### src/rtl/delay_sum_beamformer.sv
// Delay-and-sum beamformer: I2S capture per line, per-channel frame delay, masked saturating sum.
// Sum is valid at cnt=NUM_CH+1 of frame n+1; serial output carries it in frame n+2; no backpressure.
module delay_sum_beamformer #(
  parameter int NUM_LINES   = 2,
  parameter int SAMPLE_BITS = 16,
  parameter int SLOT_CLKS   = 32,
  parameter int DEPTH       = 8,
  parameter int SHIFT       = 0
) (
  input  logic                            clk,
  input  logic                            reset,
  input  logic [NUM_LINES-1:0]            sd_in,
  output logic                            ws_out,
  output logic                            sd_out,
  input  logic [2*NUM_LINES-1:0]          ch_mask,
  input  logic                            cfg_we,
  input  logic [$clog2(2*NUM_LINES):0]    cfg_addr,
  input  logic [$clog2(DEPTH)-1:0]        cfg_wdata,
  output logic [$clog2(DEPTH)-1:0]        cfg_rdata,
  output logic [SAMPLE_BITS-1:0]          sum_data,
  output logic                            sum_valid,
  output logic                            sum_sat
);
  localparam int NUM_CH = 2 * NUM_LINES;
  localparam int CH_W   = $clog2(NUM_CH);
  localparam int DW     = $clog2(DEPTH);
  localparam int CW     = $clog2(2 * SLOT_CLKS);
  localparam int BW     = $clog2(SAMPLE_BITS);
  localparam int AW     = SAMPLE_BITS + CH_W;
  localparam logic signed [AW-1:0] MAXV = AW'((2 ** (SAMPLE_BITS - 1)) - 1);
  localparam logic signed [AW-1:0] MINV = ~MAXV;

  typedef enum logic [1:0] {IDLE, ACC, OUT} state_t;
  state_t state, state_nx;

  logic [CW-1:0]          cnt, p;
  logic                   in_win, strobe;
  logic [SAMPLE_BITS-1:0] sh_l [NUM_LINES];
  logic [SAMPLE_BITS-1:0] sh_r [NUM_LINES];
  logic [SAMPLE_BITS-1:0] fbuf [DEPTH][NUM_CH];
  logic [DW-1:0]          delay [NUM_CH];
  logic [DW-1:0]          dsnap [NUM_CH];
  logic [DW-1:0]          wr_ptr, rd_idx;
  logic [SAMPLE_BITS-1:0] hold, rd_sample, sat_val;
  logic [CH_W-1:0]        ch, cfg_idx;
  logic [BW-1:0]          bit_idx;
  logic                   cfg_ok, sat_hi, sat_lo;
  logic signed [AW-1:0]   acc, term, shf;

  assign ws_out  = cnt >= CW'(SLOT_CLKS);
  assign p       = ws_out ? cnt - CW'(SLOT_CLKS) : cnt;
  assign in_win  = (p != '0) && (p <= CW'(SAMPLE_BITS));
  assign strobe  = cnt == CW'(2 * SLOT_CLKS - 1);
  assign bit_idx = BW'(CW'(SAMPLE_BITS) - p);
  assign sd_out  = in_win ? hold[bit_idx] : 1'b0;

  // wr_ptr has already advanced past the newest entry while ACC runs
  assign ch        = CH_W'(cnt);
  assign rd_idx    = wr_ptr - DW'(1) - dsnap[ch];
  assign rd_sample = fbuf[rd_idx][ch];
  assign term      = ch_mask[ch] ? $signed({{CH_W{rd_sample[SAMPLE_BITS-1]}}, rd_sample}) : '0;

  assign shf     = acc >>> SHIFT;
  assign sat_hi  = shf > MAXV;
  assign sat_lo  = shf < MINV;
  assign sat_val = sat_hi ? SAMPLE_BITS'(MAXV) :
                   sat_lo ? SAMPLE_BITS'(MINV) : shf[SAMPLE_BITS-1:0];

  assign cfg_ok  = cfg_addr < (CH_W + 1)'(NUM_CH);
  assign cfg_idx = cfg_addr[CH_W-1:0];

  always_ff @(posedge clk) begin
    if (reset) state <= IDLE;
    else       state <= state_nx;
  end

  always_comb begin
    state_nx = state;
    case (state)
      IDLE:    if (strobe) state_nx = ACC;
      ACC:     if (cnt == CW'(NUM_CH - 1)) state_nx = OUT;
      OUT:     state_nx = IDLE;
      default: state_nx = IDLE;
    endcase
  end

  always_ff @(posedge clk) begin
    if (reset) begin
      cnt       <= '0;
      wr_ptr    <= '0;
      hold      <= '0;
      acc       <= '0;
      sum_data  <= '0;
      sum_valid <= 1'b0;
      sum_sat   <= 1'b0;
      cfg_rdata <= '0;
      for (int i = 0; i < NUM_LINES; i++) begin
        sh_l[i] <= '0;
        sh_r[i] <= '0;
      end
      for (int c = 0; c < NUM_CH; c++) begin
        delay[c] <= '0;
        dsnap[c] <= '0;
      end
      for (int d = 0; d < DEPTH; d++)
        for (int c = 0; c < NUM_CH; c++)
          fbuf[d][c] <= '0;
    end else begin
      cnt       <= strobe ? '0 : cnt + CW'(1);
      sum_valid <= 1'b0;

      // one-bit I2S delay: slot bit 0 and bits past SAMPLE_BITS are ignored
      for (int i = 0; i < NUM_LINES; i++) begin
        if (in_win) begin
          if (ws_out) sh_r[i] <= {sh_r[i][SAMPLE_BITS-2:0], sd_in[i]};
          else        sh_l[i] <= {sh_l[i][SAMPLE_BITS-2:0], sd_in[i]};
        end
      end

      if (strobe) begin
        for (int i = 0; i < NUM_LINES; i++) begin
          fbuf[wr_ptr][2*i]   <= sh_l[i];
          fbuf[wr_ptr][2*i+1] <= sh_r[i];
        end
        wr_ptr <= wr_ptr + DW'(1);
        dsnap  <= delay;
        hold   <= sum_data;
        acc    <= '0;
      end

      if (state == ACC) acc <= acc + term;

      if (state == OUT) begin
        sum_data  <= sat_val;
        sum_sat   <= sat_hi | sat_lo;
        sum_valid <= 1'b1;
      end

      if (cfg_we && cfg_ok) delay[cfg_idx] <= cfg_wdata;
      cfg_rdata <= cfg_ok ? delay[cfg_idx] : '0;
    end
  end

endmodule
### config.mk
export PLATFORM = sky130hd
export DESIGN_NAME = delay_sum_beamformer
export DESIGN_NICKNAME = d
export VERILOG_FILES = /design/src/rtl/delay_sum_beamformer.sv
export SDC_FILE = /design/constraint.sdc
export NUM_CORES = 1
export LEC_CHECK = 0
export CORE_ASPECT_RATIO = 1.4
export CORE_MARGIN = 2
export CORE_UTILIZATION = 30
export DETAILED_ROUTE_END_ITERATION = 7
export PLACE_DENSITY = 0.53
export SLEW_MARGIN = 20
export SYNTH_ARGS = -nofsm -noshare
export SYNTH_HDL_FRONTEND = slang
export SYNTH_SLANG_ARGS = --single-unit
### constraint.sdc
create_clock -name clk -period 6.11 [get_ports clk]
set_input_delay 1.222 -clock clk [delete_from_list [all_inputs] [get_ports clk]]
set_output_delay 1.222 -clock clk [all_outputs]
set_load 0.1 [all_outputs]
==> results.cfg <==
[setup_path]
path_cells = mux4_2 > inv_1 > ha_4 > fa_2 > xor2_1 > xnor2_4 > buf_12 > mux4_2 > mux4_2 > a22o_1 > ha_1 > and2_1 > o21ai_0 > and2_1 > a211oi_1 > nor3_2 > o41ai_2 > nor4b_1 > a211o_1
critPathLaunchType = register
crit_fanout = 58
cp-end-kind = register
slowest_delay_ps = 520
cp_slowest_cell = mux4_2
critPathRequiredTime_ps = 6640
arrival_ps = 6280
crit_top_cell = mux4_2
worstSetupPathType = reg2reg

[global_routing]
overflow = 0
grt_pass1_vias = 17540
grt_pass1_wl_mm = 114.8
grt_max_degree = 67
antenna_found_initial = 0
track_usage = 0.1520

[job]
drv_cap = 0

[sta]
layout_min_cycle_time_ps = 5747
holdWs_ps = 455.9
setup_violations = 0
finalWorstSetupSlack_ps = 362.6
hold_viol_final = 0
min_period_over_period = 0.9407
skew_ps = 18.94
worst_slew_pin_slew_ps = 1045
slew_headroom = 0.3035
drv_slew = 0
timing.fmax_mhz = 174.0
fin_tns_setup_ps = 0

[placed_design]
detailed_place_hpwl_mm = 42.40
preCtsSetupSlack_ps = 320.1
port_buffers = 37
gp_congestion = 0.8121

[final_layout]
diodes = 0
fin_util = 0.3418
final_common_cell = and2_1
area_delta_synth_final_pct = 13.01
nFillCells = 9454
nets = 2041
most-common-layout-cells = 578 x and2_1, 576 x edfxtp_1, 167 x mux4_2
drive_above_1_share = 0.1643

[synthesis]
ys_warn_count = 0
async_flop_share = 0
synth_seq_cells = 666
seq_area_frac_synth = 0.6431
syn-instance-count = 1986
syn-num-nets = 2024
synth_ff_type = edfxtp_1
synth_area_sq_um = 29700
synth_edf_count = 576
synth_area_per_cell_sq_um = 14.95
yosysUniqueCellTypes = 55

[clocking]
cts.sinks = 666
cts_setup_buffers = 0
cts.clk_slew.worst_paths_ps = 60
h-tree-depth = 2
cts_tree = yes
insertion_delay_ps = 660
postCtsHoldBufs = 0
cts_root_buf = clkbuf_16
clockBufferDepth = 3
numCtsBuffers = 60
cts_resized = 0

[min_path]
hold_path_class = reg2reg

[routing]
dr.pass1.iters = 5
finalWirelength_mm = 77.52
postRouteAntennaNets = 0
dr.first_iter.drc_count = 1105
route.detailed.drc = 0
num_vias = 16330
wl_per_cell_um = 23.06
vias_per_cell = 4.858

[floorplanning]
dieWidth_um = 269.9
start_util = 0.3025
die_h_um = 376.3
io_pins = 38
rows = 136
dieArea_sq_um = 101600
core_area_sq_um = 98180

[power_and_ir_drop]
worst_ir_drop_vdd_v = 0.0002429
p_total_uw = 9122
power_density_nw_per_um2 = 271.8
p_leak_uw = 0.01189

[run_status]
status = finished clean
-- logic make-up after synthesis --
family                   Yosys count  synth area share
AND/OR/NAND/NOR                  803            0.1561
flip-flops                       666            0.6431
multiplexers                     188            0.1344
buffers and inverters            146           0.02022
AO/OA/AOI/OAI                    145           0.03097
adder cells (fa/ha/maj)           23           0.01020
XOR/XNOR                          15          0.005056
-- per-layer routing --
| layer | up-vias | part of all wire | track usage |
|---|---|---|---|
| met3 | 100 | 0.033 | 0.01771 |
| met1 | 8593 | 0.40 | 0.1786 |
| met4 | 0 | 0.023 | 0.04130 |
| li1 | 7336 | - | - |
| met2 | 302 | 0.55 | 0.2900 |
| met5 | - | 0 | 0 |
-- sequential cells by signal, indices dropped and copies added, names as in the netlist, 6 cells and up --
signal / cells
acc: 18
cnt: 6
delay: 12
dsnap: 12
fbuf: 512
hold: 16
sh_l: 32
sh_r: 32
sum_data: 16
-- critical path, delay by kind of cell (launching register included) --
| kind | cells | cell delay (ps) |
|---|---|---|
| xor gates and xnor gates | 2 | 520 |
| adders and majority gates | 3 | 680 |
| DFF | 1 | 420 |
| and+or+nand+nor | 4 | 610 |
| buffers and inverters | 2 | 470 |
| AOI/OAI and AO/OA | 5 | 1480 |
| muxes | 3 | 1360 |
-- Yosys cell counts, drive strengths merged (2+ instances only) --
library cell | count | share of area
a211o | 2 | 0.00059
a211oi | 6 | 0.0015
a21o | 2 | 0.00051
a21oi | 68 | 0.012
a22o | 14 | 0.0041
a31oi | 4 | 0.00084
and2 | 578 | 0.12
and3 | 4 | 0.00084
buf | 34 | 0.0061
clkbuf | 102 | 0.013
dfxtp | 90 | 0.061
edfxtp | 576 | 0.58
fa | 2 | 0.0013
ha | 21 | 0.0088
inv | 10 | 0.0013
mux2 | 2 | 0.00076
mux2i | 18 | 0.0061
mux4 | 168 | 0.13
nand2 | 100 | 0.013
nand2b | 5 | 0.0011
nand3 | 18 | 0.0030
nand3b | 3 | 0.00076
nor2 | 44 | 0.0056
nor2b | 7 | 0.0015
nor3 | 19 | 0.0032
nor3b | 5 | 0.0013
nor4 | 2 | 0.00042
nor4b | 3 | 0.00088
o21a | 9 | 0.0023
o21ai | 25 | 0.0042
o31a | 2 | 0.00059
o41ai | 3 | 0.00088
or2 | 8 | 0.0017
or3 | 5 | 0.0011
xnor2 | 10 | 0.0036
xor2 | 5 | 0.0015
-- metrics by stage --
stage | instances | area, sq um
3_5_place_dp | 3252 | 31800
3_3_place_gp | 3252 | 31800
5_1_grt | 3362 | 33560
4_1_cts | 3362 | 33550
2_1_floorplan | 1986 | 29700
6_report | 3362 | 33560
-- area by class of cell --
type	count	area (sq um)	share of cell area
Inverter	10	37.54	0.001118
Tap cell	1311	1640	0.04887
Clock buffer	77	1575	0.04693
Timing Repair Buffer	91	895.9	0.02669
Multi-Input combinational cell	1174	10140	0.3020
Clock inverter	33	176.4	0.005256
Sequential cell	666	19100	0.5691
-- final timing paths --
| kind | startpoint | to | slack, ps | depth (start not counted) |
|---|---|---|---|---|
| hold / removal | dsnap[6] | dsnap[6] | 460 | 2 |
| setup reg to reg | cnt[1] | acc[16] | 360 | 19 |
| hold reg to reg | dsnap[6] | dsnap[6] | 460 | 2 |
| setup / recovery | cnt[1] | acc[16] | 360 | 19 |
-- power breakdown --
group / leakage, uW / internal, uW / switching (uW)
registers: 0.00670 / 5080 / 103
logic: 0.00433 / 147 / 263
clock network: 0.000860 / 1820 / 1710
Power figures use the tool's default switching activity.
